## config.mk

```make
export PLATFORM = sky130hd
export DESIGN_NAME = ps2_mouse_tracker
export DESIGN_NICKNAME = d
export VERILOG_FILES = /design/src/rtl/ps2_mouse_tracker.sv
export SDC_FILE = /design/constraint.sdc
export NUM_CORES = 1
export LEC_CHECK = 0
export ABC_AREA = 1
export BUFFER_PORTS_ARGS = -buffer_cell sky130_fd_sc_hd__buf_2
export CAP_MARGIN = 20
export CORE_MARGIN = 2
export CORE_UTILIZATION = 45
export CTS_BUF_LIST = sky130_fd_sc_hd__clkbuf_2 sky130_fd_sc_hd__clkbuf_4 sky130_fd_sc_hd__clkbuf_8
export CTS_CLUSTER_SIZE = 25
export DETAILED_ROUTE_END_ITERATION = 16
export PLACE_DENSITY = 0.62
export REMOVE_ABC_BUFFERS = 1
export SETUP_SLACK_MARGIN = 0.3
export SYNTH_ARGS = -nofsm -noshare
export SYNTH_HDL_FRONTEND = slang
export SYNTH_SLANG_ARGS = --single-unit
```

## constraint.sdc

```tcl
create_clock -name clk -period 3.3 [get_ports clk]
set_clock_uncertainty 0.05 [all_clocks]
set_input_delay 0.66 -clock clk [delete_from_list [all_inputs] [get_ports clk]]
set_output_delay 0.66 -clock clk [all_outputs]
set_load 0.02 [all_outputs]
```

## src/rtl/ps2_mouse_tracker.sv

```systemverilog
// PS/2 mouse packet tracker: assembles 3-byte movement packets and keeps an
// absolute, screen-clamped cursor position plus button state, all registered.
module ps2_mouse_tracker #(
  parameter int X_MAX   = 799,
  parameter int Y_MAX   = 599,
  parameter int X_INIT  = 400,
  parameter int Y_INIT  = 300,
  parameter int TIMEOUT = 200000
) (
  input  logic        clk,
  input  logic        rst,
  input  logic [7:0]  rx_data,
  input  logic        rx_valid,
  output logic [11:0] xpos,
  output logic [11:0] ypos,
  output logic        left,
  output logic        right,
  output logic        pkt_done,
  output logic        sync_err
);

  localparam int CW = (TIMEOUT < 2) ? 1 : $clog2(TIMEOUT);
  localparam logic [CW-1:0]      CNT_LAST = CW'(TIMEOUT - 1);
  localparam logic signed [13:0] X_MAX_S  = 14'(X_MAX);
  localparam logic signed [13:0] Y_MAX_S  = 14'(Y_MAX);

  typedef enum logic [1:0] {
    WAIT_B0 = 2'd0,
    WAIT_B1 = 2'd1,
    WAIT_B2 = 2'd2
  } state_t;

  state_t             state_r, state_s;
  logic [CW-1:0]      cnt_r;
  logic [5:0]         b0_r;  // {y_ovf, x_ovf, y_sgn, x_sgn, R, L}
  logic [7:0]         b1_r;
  logic               upd_r;
  logic [1:0]         pkt_btn_r;
  logic signed [13:0] pkt_dx_r, pkt_dy_r;
  logic [11:0]        xpos_r, ypos_r;
  logic               left_r, right_r, pkt_done_r, sync_err_r;
  logic               store_b0_s, store_b1_s, store_b2_s, bad_sync_s, timeout_s;
  logic signed [13:0] nx_s, ny_s;
  logic               unused_s;

  assign unused_s = rx_data[2];

  // Overflowed axes contribute no movement; otherwise {sign, magnitude} is the delta.
  function automatic logic signed [13:0] delta(input logic ovf, input logic sgn,
                                               input logic [7:0] mag);
    if (ovf) return 14'sd0;
    else     return $signed({{6{sgn}}, mag});
  endfunction

  function automatic logic [11:0] clamp(input logic signed [13:0] v,
                                        input logic signed [13:0] max_v);
    if (v < 14'sd0)      return 12'd0;
    else if (v > max_v)  return 12'(max_v);
    else                 return v[11:0];
  endfunction

  // State register
  always_ff @(posedge clk) begin
    if (rst) state_r <= WAIT_B0;
    else     state_r <= state_s;
  end

  // Next-state logic
  always_comb begin
    state_s = state_r;
    case (state_r)
      WAIT_B0: begin
        if (store_b0_s) state_s = WAIT_B1;
        else            state_s = WAIT_B0;
      end
      WAIT_B1: begin
        if (store_b1_s)     state_s = WAIT_B2;
        else if (timeout_s) state_s = WAIT_B0;
        else                state_s = WAIT_B1;
      end
      WAIT_B2: begin
        if (store_b2_s || timeout_s) state_s = WAIT_B0;
        else                         state_s = WAIT_B2;
      end
      default: state_s = WAIT_B0;
    endcase
  end

  // Per-state strobes; an arriving byte takes priority over a coincident timeout
  always_comb begin
    store_b0_s = 1'b0;
    store_b1_s = 1'b0;
    store_b2_s = 1'b0;
    bad_sync_s = 1'b0;
    timeout_s  = 1'b0;
    case (state_r)
      WAIT_B0: begin
        if (rx_valid) begin
          if (rx_data[3]) store_b0_s = 1'b1;
          else            bad_sync_s = 1'b1;
        end else begin
          store_b0_s = 1'b0;
        end
      end
      WAIT_B1: begin
        if (rx_valid)               store_b1_s = 1'b1;
        else if (cnt_r == CNT_LAST) timeout_s  = 1'b1;
        else                        timeout_s  = 1'b0;
      end
      WAIT_B2: begin
        if (rx_valid)               store_b2_s = 1'b1;
        else if (cnt_r == CNT_LAST) timeout_s  = 1'b1;
        else                        timeout_s  = 1'b0;
      end
      default: timeout_s = 1'b0;
    endcase
  end

  // Inter-byte idle counter
  always_ff @(posedge clk) begin
    if (rst)                                              cnt_r <= '0;
    else if (state_r == WAIT_B0 || rx_valid || timeout_s) cnt_r <= '0;
    else                                                  cnt_r <= cnt_r + CW'(1);
  end

  // Packet assembly; the completed packet is copied out so a new byte 0 can land immediately
  always_ff @(posedge clk) begin
    if (rst) begin
      b0_r      <= 6'd0;
      b1_r      <= 8'd0;
      upd_r     <= 1'b0;
      pkt_btn_r <= 2'd0;
      pkt_dx_r  <= 14'sd0;
      pkt_dy_r  <= 14'sd0;
    end else begin
      if (store_b0_s) b0_r <= {rx_data[7:4], rx_data[1:0]};
      if (store_b1_s) b1_r <= rx_data;
      upd_r <= store_b2_s;
      if (store_b2_s) begin
        pkt_btn_r <= b0_r[1:0];
        pkt_dx_r  <= delta(b0_r[4], b0_r[2], b1_r);
        pkt_dy_r  <= delta(b0_r[5], b0_r[3], rx_data);
      end
    end
  end

  // PS/2 +Y is up while screen +Y is down, hence the subtraction
  always_comb begin
    nx_s = $signed({2'b00, xpos_r}) + pkt_dx_r;
    ny_s = $signed({2'b00, ypos_r}) - pkt_dy_r;
  end

  // Registered outputs
  always_ff @(posedge clk) begin
    if (rst) begin
      xpos_r     <= 12'(X_INIT);
      ypos_r     <= 12'(Y_INIT);
      left_r     <= 1'b0;
      right_r    <= 1'b0;
      pkt_done_r <= 1'b0;
      sync_err_r <= 1'b0;
    end else begin
      if (upd_r) begin
        xpos_r  <= clamp(nx_s, X_MAX_S);
        ypos_r  <= clamp(ny_s, Y_MAX_S);
        left_r  <= pkt_btn_r[0];
        right_r <= pkt_btn_r[1];
      end
      pkt_done_r <= upd_r;
      sync_err_r <= bad_sync_s | timeout_s;
    end
  end

  assign xpos     = xpos_r;
  assign ypos     = ypos_r;
  assign left     = left_r;
  assign right    = right_r;
  assign pkt_done = pkt_done_r;
  assign sync_err = sync_err_r;

endmodule
```

Word-level counts from Yosys, hierarchy flattened
Cells that the tools add are included.
{ "classes": {"addsub": 3, "n_lt_le_gt_ge": 4, "eq_ne": 3, "n_mux": 23, "bitwise": 1, "n_reduce_logical": 6} }
{ "op_table": {"columns": ["cell", "count"], "rows": [
  ["$mux 12", 4],
  ["$gt 14x11->1 const B", 2],
  ["$lt 14x1->1 const B", 2],
  ["$mux 14", 2],
  ["$add 18x1->18 const B", 1],
  ["$eq 18x18->1 const B", 1],
  ["$add 13x14->14", 1],
  ["$mux 1", 14],
  ["$sub 13x14->14", 1],
  ["$pmux 2 s3", 1],
  ["$mux 2", 2],
  ["$reduce_or 2->1", 2],
  ["$logic_or 1x1->1", 3],
  ["$eq 2x1->1 const B", 1],
  ["$eq 2x2->1 const B", 1],
  ["$logic_not 2->1", 1],
  ["$or 1x1->1", 1]
]} }
{ "word_totals": {"regBits": 93, "input_bits": 11} }

Longest topological paths before layout
{ "logic_depth": {"ltp_word": 7, "depth_mapped": 18, "ltp_nobuf": 18} }

Worst setup path after synthesis
Ideal clock, no wire load.
{ "synth_path": {"path_kind": "flip-flop to flip-flop", "start": "register ypos_r[0], in the netlist ypos[0]", "end": "register ypos_r[6], in the netlist ypos[6]", "setup_time_ns": 0.132, "arrival_time_ns": 2.082, "setup_slack_ns": 1.036, "stages_incl_launch_ff": 17, "path_buffers": 0, "period_less_slack_ns": 2.264, "path_cell_list": "dfxtp_1 -> inv_1 -> ha_1 -> fa_1 -> inv_1 -> nand3_1 -> nand2_1 -> nand2_1 -> nand2_1 -> xnor2_1 -> nand3_1 -> nand2_1 -> nand2_1 -> nand2_2 -> nand2_1 -> nand2_1 -> a21oi_2"} }
{ "synth_between": {"elab_chain_len": 4, "elab_cells_between_ends": 5, "cone_classes": "add/sub: 1; order compare: 2; mux: 2"} }
{ "synth_rtl": {"columns": ["element", "line_no", "text"], "rows": [
  ["start, declared", "40", "logic [11:0] xpos_r, ypos_r;"],
  ["start signal, assigned", "157", "ypos_r <= 12'(Y_INIT);"],
  ["start signal, assigned", "165", "ypos_r <= clamp(ny_s, Y_MAX_S);"],
  ["$sub 13x14->14 *", "150", "ny_s = $signed({2'b00, ypos_r}) - pkt_dy_r;"],
  ["$gt 14x11->1", "58", "else if (v > max_v) return 12'(max_v);"],
  ["$mux 12", "58", null],
  ["$mux 12 *", "57", "if (v < 14'sd0) return 12'd0;"]
]} }
Every way passes the cells marked *; elsewhere a longest branch is shown, timed or not.
A chain may end at the register's enable or synchronous reset.

Worst setup path in the final report
{ "layout_path": {"start": "register ypos_r[0], in the netlist ypos[0]", "end": "register ypos_r[1], in the netlist ypos[1]"} }
Same word-level chain as after synthesis.

==> results.md <==
- The number of diodes added for antenna fixing is 0.
- The floorplan has 38 rows.
- STA classifies the critical path startpoint as a register.
- The proportion of synthesized chip area in sequential cells is roughly a third.
- The via count of the first global-routing pass came to ~4200.
- The worst relative slew slack is 55.1%.
- The length of the first detailed-routing pass in iterations is 5.
- The longest clock path from root to sink contains 2 buffers.
- Setup repair after global routing left no endpoint under its margin.
- The residual overflow from global routing is 0.
- The library cell with the highest instance count after synthesis is sky130_fd_sc_hd__nand2_1.
- After layout, the design draws a total of a little under 2 mW.
- The switching share of power is 23.7%.
- The critical path contains buffers and inverters numbering 2 combined.
- Walking the worst path, the cells encountered are inv_1, ha_1, fa_1, inv_1, nand3_1, nand2_1, nand2_1, nand2_1, xnor2_1, nand3_1, nand2_1, nand2_1, nand2_2, nand2_1, nand2_1, a21oi_1.
- In the synthesized netlist the dominant register cell turns out to be sky130_fd_sc_hd__dfxtp_1.
- Max-cap violations in this run came to 0.
- The met1 track demand over resource is approximately 28%.
- The DRC violations left is 0.
- Dividing total power by cell area gives a power density of 356 nW/um^2.
- The worst-margin pin slew is roughly 0.67 ns.
- Buffers added to address setup during post-CTS repair amount to 0.
- The share of final-layout standard cells stronger than drive strength 1 is ~14%.
- Per report_power, the sequential group accounts for a little over half of the total.
- The synthesized instance count is roughly 700.
- Setup violations remaining at the end of the flow were counted as 0.
- The number of hold-slack violations in the final timing report is 0.
- The cell sitting at the root of the clock tree is a sky130_fd_sc_hd__clkbuf_8.
- The worst min-delay path category is reg2reg.
- The tightest hold path in the finished design has a slack of 0.402 ns.
- Once layout is complete, the cells apart from fillers number roughly 890.
- The mean routed wirelength per cell is around 13 um.
- The number of gates resized after CTS was 0.
- The routed layout has 4402 vias.
- Entering global routing, the biggest net connects 28 pins.
- The die covers between 10000 and 15000 sq um.
- The final weighted congestion of routability-driven global placement is approximately 0.90.
- Port buffering added 38 buffers.
- For this run, the top clock speed supported by timing is 410 MHz.
- The library cell contributing the largest single delay on the critical path is sky130_fd_sc_hd__fa_1.
- Summed over all instances, the cell type with the most area after synthesis is sky130_fd_sc_hd__dfxtp_1.
- The worst path in the final design needs a cycle of 2.44 ns, including I/O delays and setup.
- The internal power is around 1.5 mW.
- The share of synthesized area in the top cell type comes to about a third.
- The post-cts hold buffer count is 0.
- Global routing consumed, on the met2 layer, approximately 34% of the routing resources.
- The type of the worst setup path is reg2reg.
- In this run, distinct cell masters in the synthesized netlist total 41.
- The placed wire-length estimate after detailed placement is 8.86 mm.
- The routed design has between 10 and 15 mm of wire.
- The run finished with clean final reports.
- The count of nets left with antenna violations once routing finished came out at 0.
- The clock input transition at the sequential cells of the worst setup and hold paths is roughly 0.080 ns.
- For met3 alone, demand over resource in global routing was just under 4%.
- Combinational logic burns 5.9% of the power.
- For the worst-skew pair, the clock arrives at the later sink with an insertion delay of approximately 0.35 ns.
- The height of the die is 108 um.
- Broken down by cell family, the worst path's largest delay share belongs to simple AND/OR/NAND/NOR gates.
- The total area inside the core boundary comes to between 10000 and 15000 sq um.
- Once the floorplan was initialized, standard cells occupied approximately 46% of the core.
- The count of pins on the block boundary is 39.
- The analysis attributes to cell leakage a power of between 2 and 2.5 nW.
- The number of nets in the layout is 787.
- The final critical path takes up around three quarters of the cycle.
- The post-synthesis cell area is around 4900 sq um.
- By area the synthesized netlist is led by sky130_fd_sc_hd__dfxtp_1, sky130_fd_sc_hd__nand2_1, sky130_fd_sc_hd__ha_1.
- After layout, the worst setup slack is 0.859 ns.
- The arrival time of the worst setup path is about 2.6 ns.
- The fraction of registers with async set or reset after synthesis is 0%.
- The number of buffers added by the clock tree synthesis step is 9.
- The maximum fanout along the worst path is 6.
- The count of warnings emitted by yosys is 0.
- The CTS H-tree depth is 3.
- The die is between 100 and 150 um wide.
- Counting stages on the worst path, the most repeated cell is sky130_fd_sc_hd__nand2_1.
- Using the TritonRoute via totals, the vias-per-cell ratio works out to around 5.0.
- The setup TNS is 0 ns.
- The largest single stage delay on the critical path is around 0.43 ns.
- In the synthesized netlist, the cells that appear most often are sky130_fd_sc_hd__nand2_1, sky130_fd_sc_hd__inv_1, sky130_fd_sc_hd__dfxtp_1.
- The synthesized design contains 83 register bits.
- The net switching power figure is 0.457 mW.
- The type of element capturing the critical path is a register.
- The clock network is responsible for approximately two fifths of the overall power.
- The area growth from synthesis to layout is 11.3%.
- Across the VDD grid, the largest voltage drop is between 0.0002 and 0.0003 V.
- The TritonCTS clock tree is built.
- The count of final max-slew check failures was 0.
- The first global-routing pass estimated around 19 mm of wire.
- Averaged over all synthesized cells, the footprint is between 6 and 7 sq um.
- In this run, the number of DRC markers left after iteration 0 of detailed routing was between 300 and 400.
- The number of antenna violations at the first check in global routing is 0.
- The most used routing layer is met2.
- In the global route stage, overall resource usage came out at around a fifth.
- The layout has between 1000 and 1500 filler cells.
- The TritonCTS sink count is 83.
- The data required time of the worst path is between 3 and 4 ns.
- The number of synthesized flops with an enable pin is 0.
- In this run, placement finished with an instance count of between 800 and 900.
- Before CTS, the worst setup slack after placement is a little under 0.9 ns.
## power groups by stage
| stage | clock network (mW) | registers [mW] | logic (mW) |
|---|---|---|---|
| 5_1_grt | 0.859 | 1.03 | 0.130 |
| 2_1_floorplan | 0 | 1.05 | 0.0708 |
| 4_1_cts | 0.814 | 1.02 | 0.114 |
| 3_3_place_gp | 0 | 1.05 | 0.112 |
| 3_5_place_dp | 0 | 1.05 | 0.114 |
| 6_report | 0.794 | 1.02 | 0.114 |
## registers in the layout, summed over array words and instances (netlist names)
signal,cells
left,1
state_r,2
cnt_r,18
sync_err,1
xpos,12
right,1
upd_r,1
b0_r,6
ypos,12
pkt_btn_r,2
b1_r,8
pkt_done,1
pkt_dx_r,9
pkt_dy_r,9
## layout make-up
cell class	instances	area (sq um)	area share (%)
Multi-Input combinational cell	503	2770	51.1
Clock inverter	6	91.3	1.68
Tap cell	140	175	3.22
Sequential cell	83	1660	30.6
Timing Repair Buffer	41	213	3.92
Inverter	105	394	7.25
Clock buffer	9	124	2.28
## cells in the final DEF (no fill, tap or decap), types with 10 or more instances in the layout
master	n
sky130_fd_sc_hd__o21ai_0	24
sky130_fd_sc_hd__ha_1	31
sky130_fd_sc_hd__nand2_2	11
sky130_fd_sc_hd__nor2_1	65
sky130_fd_sc_hd__inv_1	94
sky130_fd_sc_hd__nor3_1	12
sky130_fd_sc_hd__dfxtp_1	83
sky130_fd_sc_hd__nand2_1	174
sky130_fd_sc_hd__a21oi_1	38
sky130_fd_sc_hd__buf_2	38
sky130_fd_sc_hd__nand3_1	58
sky130_fd_sc_hd__nand4_1	10
## layer usage
layer  vias up  part of all wire (%)
met1      1963                    49
met3        10                   3.9
met4         0                  0.79
li1       2345                     -
met2        84                    46
met5         -                     0
## cells by family (layout without fill, tap and decap cells)
| family | after synthesis | count (layout) | synth area share (%) |
|---|---|---|---|
| adders and majority gates | 33 | 33 | 8.77 |
| DFF | 83 | 83 | 34.1 |
| buffers and inverters | 118 | 161 | 9.10 |
| xor gates and xnor gates | 13 | 13 | 2.49 |
| AOI/OAI and AO/OA | 97 | 97 | 11.8 |
| and+or+nand+nor | 360 | 360 | 33.8 |
## worst register-to-register path: cells and delay by family (launching register included)
kind	cells	cell delay (ns)
fa+ha+maj	2	0.65
xor+xnor	1	0.14
simple gates	10	0.88
compound gates	1	0.07
flops	1	0.36
buf+inv	2	0.17
## path summary, 6_finish.rpt
path / startpoint / end / slack [ns] / depth (start not counted)
max reg2reg: ypos[0] / ypos[1] / 0.86 / 16
min: cnt_r[0] / cnt_r[0] / 0.40 / 1
min reg2reg: cnt_r[0] / cnt_r[0] / 0.40 / 1
max: ypos[0] / ypos[1] / 0.86 / 16
## through the flow
step	utilization [%]	area, sq um
floorplan	-	4830
global placement	48.8	5220
detailed placement	48.8	5220
CTS	50.8	5430
global route	50.8	5430
finish	50.8	5430
Note: power is estimated with default switching activity, not from simulation.
